`src/rtl/wb_cmd_sequencer_if.sv`:
```
// Bundle of command, downstream-bus and response signals around wb_cmd_sequencer.
// The master modport is the sequencer's own view; slave is the surrounding logic.
interface wb_cmd_sequencer_if #(
  parameter int data_wl = 16,
  parameter int adr_wl  = 16
);
  logic               cmd_valid;
  logic               cmd_ready;
  logic               cmd_we;
  logic [adr_wl-1:0]  cmd_addr;
  logic [data_wl-1:0] cmd_data;
  logic [adr_wl-1:0]  addr_o;
  logic [data_wl-1:0] data_o;
  logic               we_o;
  logic               start_o;
  logic               busy_i;
  logic               valid_i;
  logic [data_wl-1:0] rdata_i;
  logic               rsp_valid;
  logic               rsp_ready;
  logic [data_wl-1:0] rsp_data;
  logic [7:0]         wr_done_cnt;
  logic               err_o;

  modport master (
    input  cmd_valid, cmd_we, cmd_addr, cmd_data, busy_i, valid_i, rdata_i, rsp_ready,
    output cmd_ready, addr_o, data_o, we_o, start_o, rsp_valid, rsp_data, wr_done_cnt, err_o
  );

  modport slave (
    output cmd_valid, cmd_we, cmd_addr, cmd_data, busy_i, valid_i, rdata_i, rsp_ready,
    input  cmd_ready, addr_o, data_o, we_o, start_o, rsp_valid, rsp_data, wr_done_cnt, err_o
  );
endinterface

```
`src/rtl/wb_cmd_sequencer.sv`:
```
// Queues read/write commands in a small FIFO and plays them one at a time onto a
// start/busy/valid bus interface. Optional watchdog: define WB_SEQ_TIMEOUT_EN.
module wb_cmd_sequencer #(
  parameter int data_wl    = 16,
  parameter int adr_wl     = 16,
  parameter int depth_log2 = 2,
  parameter int timeout    = 255
) (
  input  logic                 clk,
  input  logic                 a_reset_h,
  wb_cmd_sequencer_if.master   bus
);
  localparam int DEPTH = 1 << depth_log2;

  typedef struct packed {
    logic               we;
    logic [adr_wl-1:0]  addr;
    logic [data_wl-1:0] data;
  } cmd_t;

  typedef enum logic [4:0] {
    IDLE      = 5'b00001,
    ISSUE     = 5'b00010,
    WAIT_BUSY = 5'b00100,
    WAIT_DONE = 5'b01000,
    RESP      = 5'b10000
  } state_t;

  cmd_t                  mem_q [DEPTH];
  logic [depth_log2-1:0] wr_ptr_q, rd_ptr_q;
  logic [depth_log2:0]   cnt_q;
  logic                  push, pop;
  cmd_t                  head;

  state_t                state_q;
  logic [adr_wl-1:0]     addr_q;
  logic [data_wl-1:0]    data_q, rsp_data_q;
  logic                  we_q, start_q, rsp_valid_q;
  logic [7:0]            wr_cnt_q;
  logic                  tmo_hit;

  assign bus.cmd_ready = (cnt_q != (depth_log2+1)'(DEPTH));
  assign push          = bus.cmd_valid && bus.cmd_ready;
  // Pop is tied to the IDLE decision, so a freshly pushed entry waits one cycle.
  assign pop           = (state_q == IDLE) && (cnt_q != '0);
  assign head          = mem_q[rd_ptr_q];

  always_ff @(posedge clk) begin
    if (push) mem_q[wr_ptr_q] <= '{we: bus.cmd_we, addr: bus.cmd_addr, data: bus.cmd_data};
  end

  always_ff @(posedge clk or posedge a_reset_h) begin
    if (a_reset_h) begin
      wr_ptr_q <= '0;
      rd_ptr_q <= '0;
      cnt_q    <= '0;
    end else begin
      if (push) wr_ptr_q <= wr_ptr_q + 1'b1;
      if (pop)  rd_ptr_q <= rd_ptr_q + 1'b1;
      case ({push, pop})
        2'b10:   cnt_q <= cnt_q + 1'b1;
        2'b01:   cnt_q <= cnt_q - 1'b1;
        default: cnt_q <= cnt_q;
      endcase
    end
  end

  always_ff @(posedge clk or posedge a_reset_h) begin
    if (a_reset_h) begin
      state_q     <= IDLE;
      addr_q      <= '0;
      data_q      <= '0;
      we_q        <= 1'b0;
      start_q     <= 1'b0;
      rsp_valid_q <= 1'b0;
      rsp_data_q  <= '0;
      wr_cnt_q    <= '0;
    end else begin
      start_q <= 1'b0;
      case (state_q)
        IDLE: if (pop) begin
          addr_q  <= head.addr;
          data_q  <= head.data;
          we_q    <= head.we;
          start_q <= 1'b1;
          state_q <= ISSUE;
        end
        ISSUE: state_q <= WAIT_BUSY;
        WAIT_BUSY:
          if (tmo_hit)         state_q <= IDLE;
          else if (bus.busy_i) state_q <= WAIT_DONE;
        WAIT_DONE:
          if (tmo_hit) state_q <= IDLE;
          else if (!bus.busy_i && bus.valid_i) begin
            if (we_q) begin
              wr_cnt_q <= wr_cnt_q + 8'd1;
              state_q  <= IDLE;
            end else begin
              rsp_data_q  <= bus.rdata_i;
              rsp_valid_q <= 1'b1;
              state_q     <= RESP;
            end
          end
        RESP: if (bus.rsp_ready) begin
          rsp_valid_q <= 1'b0;
          state_q     <= IDLE;
        end
        default: state_q <= IDLE;
      endcase
    end
  end

`ifdef WB_SEQ_TIMEOUT_EN
  localparam int TW = (timeout < 2) ? 1 : $clog2(timeout + 1);
  logic [TW-1:0] tmo_q;
  logic          err_q;
  logic          waiting;

  assign waiting = (state_q == WAIT_BUSY) || (state_q == WAIT_DONE);
  // Fires on the edge that would bring the wait count up to the limit.
  assign tmo_hit = waiting && (tmo_q == TW'(timeout - 1));

  always_ff @(posedge clk or posedge a_reset_h) begin
    if (a_reset_h) begin
      tmo_q <= '0;
      err_q <= 1'b0;
    end else begin
      if (pop)          tmo_q <= '0;
      else if (waiting) tmo_q <= tmo_q + 1'b1;
      if (tmo_hit)      err_q <= 1'b1;
    end
  end
  assign bus.err_o = err_q;
`else
  logic unused_tmo;
  assign unused_tmo = ^timeout;
  assign tmo_hit    = 1'b0;
  assign bus.err_o  = 1'b0;
`endif

  assign bus.addr_o      = addr_q;
  assign bus.data_o      = data_q;
  assign bus.we_o        = we_q;
  assign bus.start_o     = start_q;
  assign bus.rsp_valid   = rsp_valid_q;
  assign bus.rsp_data    = rsp_data_q;
  assign bus.wr_done_cnt = wr_cnt_q;
endmodule

```
`src/flat_wrapper.sv`:
```
// flat-port wrapper written by rule: the top's interface ports become plain ports
module wb_cmd_sequencer_flat 
#(
  parameter int data_wl    = 16,
  parameter int adr_wl     = 16,
  parameter int depth_log2 = 2,
  parameter int timeout    = 255
)
  (clk, a_reset_h, bus_cmd_valid, bus_cmd_we, bus_cmd_addr, bus_cmd_data, bus_busy_i, bus_valid_i, bus_rdata_i, bus_rsp_ready, bus_cmd_ready, bus_addr_o, bus_data_o, bus_we_o, bus_start_o, bus_rsp_valid, bus_rsp_data, bus_wr_done_cnt, bus_err_o);
  wb_cmd_sequencer_if #(.data_wl(data_wl), .adr_wl(adr_wl)) bus_i ();
  input  logic clk;
  input  logic a_reset_h;
  input wire logic [$bits(bus_i.cmd_valid)-1:0] bus_cmd_valid;
  input wire logic [$bits(bus_i.cmd_we)-1:0] bus_cmd_we;
  input wire logic [$bits(bus_i.cmd_addr)-1:0] bus_cmd_addr;
  input wire logic [$bits(bus_i.cmd_data)-1:0] bus_cmd_data;
  input wire logic [$bits(bus_i.busy_i)-1:0] bus_busy_i;
  input wire logic [$bits(bus_i.valid_i)-1:0] bus_valid_i;
  input wire logic [$bits(bus_i.rdata_i)-1:0] bus_rdata_i;
  input wire logic [$bits(bus_i.rsp_ready)-1:0] bus_rsp_ready;
  output wire logic [$bits(bus_i.cmd_ready)-1:0] bus_cmd_ready;
  output wire logic [$bits(bus_i.addr_o)-1:0] bus_addr_o;
  output wire logic [$bits(bus_i.data_o)-1:0] bus_data_o;
  output wire logic [$bits(bus_i.we_o)-1:0] bus_we_o;
  output wire logic [$bits(bus_i.start_o)-1:0] bus_start_o;
  output wire logic [$bits(bus_i.rsp_valid)-1:0] bus_rsp_valid;
  output wire logic [$bits(bus_i.rsp_data)-1:0] bus_rsp_data;
  output wire logic [$bits(bus_i.wr_done_cnt)-1:0] bus_wr_done_cnt;
  output wire logic [$bits(bus_i.err_o)-1:0] bus_err_o;
  assign bus_i.cmd_valid = bus_cmd_valid;
  assign bus_i.cmd_we = bus_cmd_we;
  assign bus_i.cmd_addr = bus_cmd_addr;
  assign bus_i.cmd_data = bus_cmd_data;
  assign bus_i.busy_i = bus_busy_i;
  assign bus_i.valid_i = bus_valid_i;
  assign bus_i.rdata_i = bus_rdata_i;
  assign bus_i.rsp_ready = bus_rsp_ready;
  assign bus_cmd_ready = bus_i.cmd_ready;
  assign bus_addr_o = bus_i.addr_o;
  assign bus_data_o = bus_i.data_o;
  assign bus_we_o = bus_i.we_o;
  assign bus_start_o = bus_i.start_o;
  assign bus_rsp_valid = bus_i.rsp_valid;
  assign bus_rsp_data = bus_i.rsp_data;
  assign bus_wr_done_cnt = bus_i.wr_done_cnt;
  assign bus_err_o = bus_i.err_o;
  wb_cmd_sequencer #(.data_wl(data_wl), .adr_wl(adr_wl), .depth_log2(depth_log2), .timeout(timeout)) u_core (.clk(clk), .a_reset_h(a_reset_h), .bus(bus_i));
endmodule
```
`config.mk`:
```
export PLATFORM = sky130hd
export DESIGN_NAME = wb_cmd_sequencer_flat
export DESIGN_NICKNAME = d
export VERILOG_FILES = /design/src/rtl/wb_cmd_sequencer_if.sv /design/src/rtl/wb_cmd_sequencer.sv /design/src/flat_wrapper.sv
export SDC_FILE = /design/constraint.sdc
export NUM_CORES = 1
export LEC_CHECK = 0
export CORE_MARGIN = 2
export CORE_UTILIZATION = 58
export CTS_CLUSTER_DIAMETER = 100
export DETAILED_ROUTE_END_ITERATION = 16
export GPL_TIMING_DRIVEN = 1
export HOLD_SLACK_MARGIN = 0.08
export PLACE_DENSITY = 0.81
export SETUP_SLACK_MARGIN = 0.3
export SLEW_MARGIN = 10
export SYNTH_ARGS = -nofsm -noshare
export SYNTH_HDL_FRONTEND = slang
export SYNTH_SLANG_ARGS = --single-unit
```
`constraint.sdc`:
```
create_clock -name clk -period 6.4 [get_ports clk]
set_input_delay 1.92 -clock clk [delete_from_list [all_inputs] [get_ports clk]]
set_output_delay 1.92 -clock clk [all_outputs]
set_load 0.01 [all_outputs]
```
==> flow_metrics.tcl, run 1 <==
set metrics [dict create \
    p_leak_nw 3.584 \
    pwr-share-comb_pct 30.2 \
    clock_latency_ns 0.48 \
    vias 3898 \
    min_period_over_period_pct 56.95 \
    cp.required_ns 4.48 \
    die_x_um 119.5 \
    end_kind "primary output" \
    critPathArrivalTime_ns 1.72 \
    fin_skew_ns 0.008274 \
    max_slew.worst_pin.slew_ns 1.032 \
    ys_ff_latch 203 \
    cts_tree "yes" \
    ioPinCount 116 \
    final_common_cell "edfxtp_1" \
    p_switching_mw 1.243 \
    fp.dieH_um 119.5 \
    wire_per_inst_um 20.74 \
    slew_violations 0 \
    fmax_ghz 0.2744 \
    cts_resized 0 \
    worstSetupPathType "reg2out" \
    min_from "u_core.bus.wr_done_cnt[6]" \
    cts.sinks 203 \
    hold_viol_final 0 \
    worstSetupStartpoint "u_core.cnt_q[0]" \
    antenna_cells 0 \
    core_um2 13140 \
    dieArea_um2 14290 \
    layout_common_cells "edfxtp_1, clkdlybuf4s50_1, dfrtp_1" \
    setup_viol 0 \
    dr.pass1.iters 4 \
    path_clk_slew_ns 0.06 \
    cts.htree.levels 1 \
    grt_usage_pct 20.75 \
    drt-initial-drc-count 220 \
    ant_nets 0 \
    tns_ns 0 \
    numCtsBuffers 20 \
    synth_area_per_cell_um2 20.10 \
    floorplan.initialDensity_pct 58.91 \
    nFillCells 793 \
    cts_root_buf "clkbuf_16" \
    gr-total-overflow 0 \
    port_buffers 114 \
    post-dp-hpwl_um 8355 \
    area_growth_pct 24.68 \
    clockPowerShare_pct 24.8 \
    yosysSeqAreaShare_pct 74.18 \
    yosysWarnings 0 \
    hp-class "reg2reg" \
    status "finished, final reports clean" \
    grt_pass1_vias 4140 \
    rsz0062_at_grt "no" \
    timing.rr.start "u_core.state_q[4]" \
    floorplan.rows 42 \
    wirelength_um 14460 \
    worst-path-max-fanout 6 \
    synth_area_um2 7740 \
    via_per_inst 5.593 \
    gp_congestion 0.7577 \
    netSwitchingFraction_pct 27.93 \
    cts_setup_buffers 0 \
    drive_above_1_share_pct 23.22 \
    clockBufferDepth 3 \
    p_total_mw 4.450 \
    layout_min_cycle_time_ns 3.645 \
    grt_max_degree 72 \
    start_kind "flop" \
    drcViolationCount 0 \
    nets 569 \
    postCtsHoldBufs 0 \
    ir_drop_mv 0.3100 \
    grt_pass1_wl_um 22720 \
    synth.distinct_cells 38 \
    max_cap_violations 0 \
    syn-instance-count 385 \
    power_frac_seq_pct 45.0 \
    slew_headroom_pct 31.19 \
    p_int_mw 3.207 \
    antenna_found_initial 0 \
    synth_nets 447 \
    powerDensity_nw_per_um2 461.2 \
]
[flip-flops by register name (all words and copies together) (netlist names)]
signal                  flops
u_core.cnt_q                3
u_core.rd_ptr_q             2
u_core.bus.wr_done_cnt      8
u_core.bus.start_o          1
u_core.bus.data_o          16
u_core.wr_ptr_q             2
u_core.bus.we_o             1
u_core.state_q              5
u_core.bus.rsp_data        16
u_core.bus.rsp_valid        1
u_core.mem_q              132
u_core.bus.addr_o          16
[cell type report]
| type | count | area, um2 | share of cell area [%] |
|---|---|---|---|
| flip-flops and latches | 203 | 5744 | 59.52 |
| clock buffers | 29 | 565.5 | 5.860 |
| repair buffers | 116 | 1156 | 11.98 |
| multi-input cells | 155 | 1867 | 19.34 |
| clock inverters | 7 | 55.05 | 0.5705 |
| well taps | 176 | 220.2 | 2.282 |
| inverters | 11 | 42.54 | 0.4408 |
[per-layer routing]
metal	vias up	track usage, %	wire length [um]
met2	138	36.71	7613
met4	0	5.735	229
met3	18	3.660	742
met1	2002	26.75	5870
li1	1740	-	-
met5	-	0	0
[cell families (layout without fill, tap and decap cells)]
logic type | after synthesis | in the layout | share of synthesized area, %
compound gates | 9 | 9 | 0.7758
xor+xnor | 13 | 13 | 1.471
mux | 85 | 85 | 17.54
fa+ha+maj | 7 | 7 | 1.229
simple gates | 40 | 40 | 2.975
other cells | 1 | 1 | 0.04845
flops | 203 | 203 | 74.18
buf+inv | 27 | 163 | 1.778
[synthesized netlist by cell type (all sizes together)]
library cell,count,share of area [%]
nand4,2,0.16
nor3,5,0.47
o22ai,2,0.16
or3,2,0.16
and2,1,0.081
and4,2,0.23
edfxtp,132,51
nand2b,1,0.081
conb,1,0.048
xnor2,4,0.45
dfrtp,70,23
o311ai,1,0.11
mux4,33,9.6
mux2,51,7.8
nor4,1,0.081
o41ai,1,0.11
nor2,6,0.29
nor3b,2,0.19
dfstp,1,0.34
xor2,9,1.0
inv,11,0.53
and3,4,0.32
clkbuf,4,0.19
nor2b,3,0.24
a21oi,1,0.065
a22oi,2,0.19
and2b,1,0.097
buf,12,1.1
ha,6,0.97
nand3,5,0.32
o21ai,2,0.13
nand2,5,0.24
mux2i,1,0.13
fa,1,0.26
[stage by stage]
step / hold slack [ns] / std cells / area, um2 / util, % / setup WS [ns]
floorplan: 0.4555 / 385 / 7740 / - / 2.685
global placement: 0.4583 / 661 / 9030 / 68.73 / 2.670
detailed placement: 0.4806 / 661 / 9030 / 68.73 / 2.566
CTS: 0.4917 / 697 / 9651 / 73.46 / 2.734
global route: 0.5072 / 697 / 9651 / 73.46 / 2.637
finish: 0.4892 / 697 / 9651 / 73.46 / 2.755
[final timing paths]
check                                                 end  slack [ns]  depth (start not counted)
worst max-delay path                        bus_cmd_ready        2.76                          3
worst min register to register  u_core.bus.wr_done_cnt[6]        0.49                          1
max in group asynchronous              u_core.rd_ptr_q[1]        3.65                          3
worst min-delay path            u_core.bus.wr_done_cnt[6]        0.49                          1
worst max register to register            u_core.cnt_q[2]        3.45                          8
min in group asynchronous           u_core.bus.data_o[13]        2.05                          3
[power groups by stage]
| stage | clock (mW) | combinational, mW | sequential, mW |
|---|---|---|---|
| CTS | 1.13 | 1.38 | 2.01 |
| global placement | 0 | 1.31 | 2.00 |
| detailed placement | 0 | 1.35 | 2.02 |
| floorplan | 0 | 0.856 | 1.97 |
| finish | 1.10 | 1.35 | 2.00 |
| global route | 1.17 | 1.44 | 2.04 |
[critical path: stages (launching register included)]
cell,delay (ns)
dfrtp_1,0.40
inv_1,0.12
nand3_1,0.20
clkdlybuf4s50_1,0.54
(Power assumes the default switching activity.)
==> run 2, diff against run 1 <==
CORE_UTILIZATION = 54   (was 58)
PLACE_DENSITY = 0.76   (was 0.81)
clock period = 3.4 ns   (was 6.4 ns; I/O delays follow)
==> run 2 against run 1 <==
Sequential share of layout area down 0.62 points. Clock-buffer cell count up 3. Largest cell class unchanged. Register-to-register slack worse by 2.1 ns. Wire length down 6.7%. Total power up 88%. Final area up 1.1%. Via count down 0.82%.
==> flow_metrics.tcl, run 2 (same netlist as run 1, synthesis figures left out) <==
set metrics [dict create \
    p_int_mw 6.083 \
    max_slew.worst_pin.slew_ns 0.8730 \
    cts.sinks 203 \
    start_kind "flop" \
    antenna_cells 0 \
    critPathArrivalTime_ns 1.67 \
    floorplan.rows 43 \
    port_buffers 114 \
    grt_usage_pct 18.36 \
    numCtsBuffers 21 \
    crit_path_cell_trace "inv_1 -> nand3_1 -> clkdlybuf4s50_1" \
    p_leak_nw 3.633 \
    hp-class "reg2reg" \
    fp.dieH_um 123.7 \
    antenna_found_initial 0 \
    wire_per_inst_um 19.04 \
    end_kind "primary output" \
    pwr-share-comb_pct 30.4 \
    power_frac_seq_pct 44.6 \
    grt_pass1_vias 3994 \
    cts_resized 0 \
    clockPowerShare_pct 25.0 \
    fin_skew_ns 0.008690 \
    rsz0062_at_grt "no" \
    nFillCells 883 \
    postCtsHoldBufs 0 \
    via_per_inst 5.460 \
    final_common_cell "edfxtp_1" \
    powerDensity_nw_per_um2 859.9 \
    regMostFlops "u_core.mem_q" \
    p_switching_mw 2.303 \
    grt_max_degree 50 \
    netSwitchingFraction_pct 27.46 \
    gp_congestion 0.7636 \
    setup_viol 0 \
    cts_tree "yes" \
    largest_reg_flops 132 \
    dieArea_um2 15310 \
    tns_ns 0 \
    fin_ws_ns 0.7067 \
    fmax_ghz 0.3713 \
    status "finished, final reports clean" \
    post-dp-hpwl_um 8229 \
    min_period_over_period_pct 79.21 \
    area_growth_pct 25.99 \
    hold_viol_final 0 \
    core_um2 13930 \
    max_cap_violations 0 \
    cts_root_buf "clkbuf_16" \
    layout_min_cycle_time_ns 2.693 \
    layout_common_cells "edfxtp_1, clkdlybuf4s50_1, dfrtp_1" \
    nets 575 \
    floorplan.initialDensity_pct 55.54 \
    cts_setup_buffers 0 \
    drcViolationCount 0 \
    cp.required_ns 2.38 \
    vias 3866 \
    worst-path-max-fanout 6 \
    ioPinCount 116 \
    path_clk_slew_ns 0.06 \
    crit_buf_inv 2 \
    grt_pass1_wl_um 21220 \
    clock_latency_ns 0.48 \
    gr-total-overflow 0 \
    crit_family "buffers and inverters" \
    die_x_um 123.7 \
    worstSetupPathType "reg2out" \
    cp_slowest_cell "clkdlybuf4s50_1" \
    dr.pass1.iters 4 \
    wirelength_um 13480 \
    clockBufferDepth 3 \
    slowest_delay_ns 0.52 \
    cts.htree.levels 1 \
    pre_cts_ws_ns 0.4932 \
    slew_headroom_pct 41.80 \
    ir_drop_mv 0.4632 \
    drt-initial-drc-count 210 \
    slew_violations 0 \
    ant_nets 0 \
    drive_above_1_share_pct 24.81 \
]
-- run 2: cell count changes in the layout (fill, tap and decap cells not counted), sizes merged --
cell	delta
bufinv	-1
inv	+1
buf	+5
clkbuf	+3
clkinvlp	+1
clkinv	-2
-- run 2: worst register-to-register path, delay by kind of cell (launching register included) --
family,cells,cell delay (ns)
DFF,1,0.44
xor gates and xnor gates,2,0.30
buffers and inverters,1,0.07
and+or+nand+nor,3,0.63
adders and majority gates,2,0.57
-- run 2: final timing paths --
check	start	end	slack, ns	depth (start not counted)
min	u_core.bus.wr_done_cnt[7]	u_core.bus.wr_done_cnt[7]	0.47	1
min reg2reg	u_core.bus.wr_done_cnt[7]	u_core.bus.wr_done_cnt[7]	0.47	1
max in group asynchronous	a_reset_h	u_core.state_q[0]	1.88	3
min in group asynchronous	a_reset_h	u_core.bus.data_o[11]	0.86	2
max reg2reg	u_core.state_q[3]	u_core.cnt_q[2]	1.31	8
max	u_core.cnt_q[0]	bus_cmd_ready	0.71	3
-- run 2: power by group through the flow --
stage	Sequential, mW	Combinational, mW	Clock, mW
2_1_floorplan	3.71	1.61	0
3_3_place_gp	3.76	2.53	0
6_report	3.74	2.55	2.10
5_1_grt	3.83	2.76	2.24
4_1_cts	3.76	2.61	2.14
3_5_place_dp	3.80	2.59	0
-- run 2: stage by stage --
stage	total power [mW]	cells	cell area (um2)	utilization [%]	hold WS (ns)
after floorplan	5.322	385	7740	-	0.4555
after global placement	6.293	670	9110	65.38	0.4582
after detailed placement	6.389	670	9110	65.38	0.4660
after CTS	8.504	708	9752	69.98	0.4743
after global routing	8.828	708	9752	69.98	0.4785
final	8.386	708	9752	69.98	0.4677
-- run 2: layout make-up --
type / count / area (um2) / area share, %
timing repair buffer: 121 / 1231 / 12.63
clock buffer: 32 / 606.8 / 6.223
clock inverter: 6 / 35.03 / 0.3593
sequential: 203 / 5744 / 58.90
tap: 180 / 225.2 / 2.309
multi-input combinational: 155 / 1867 / 19.14
inverter: 11 / 42.54 / 0.4362
-- run 2: per-layer routing --
layer  share of wire, %  global-route usage (%)  vias to the layer above
met5                  0                       0                        -
met4                2.0                   4.830                        0
met3                7.5                   4.304                       19
met2                 48                   30.19                      132
met1                 43                   25.07                     1963
li1                   -                       -                     1752
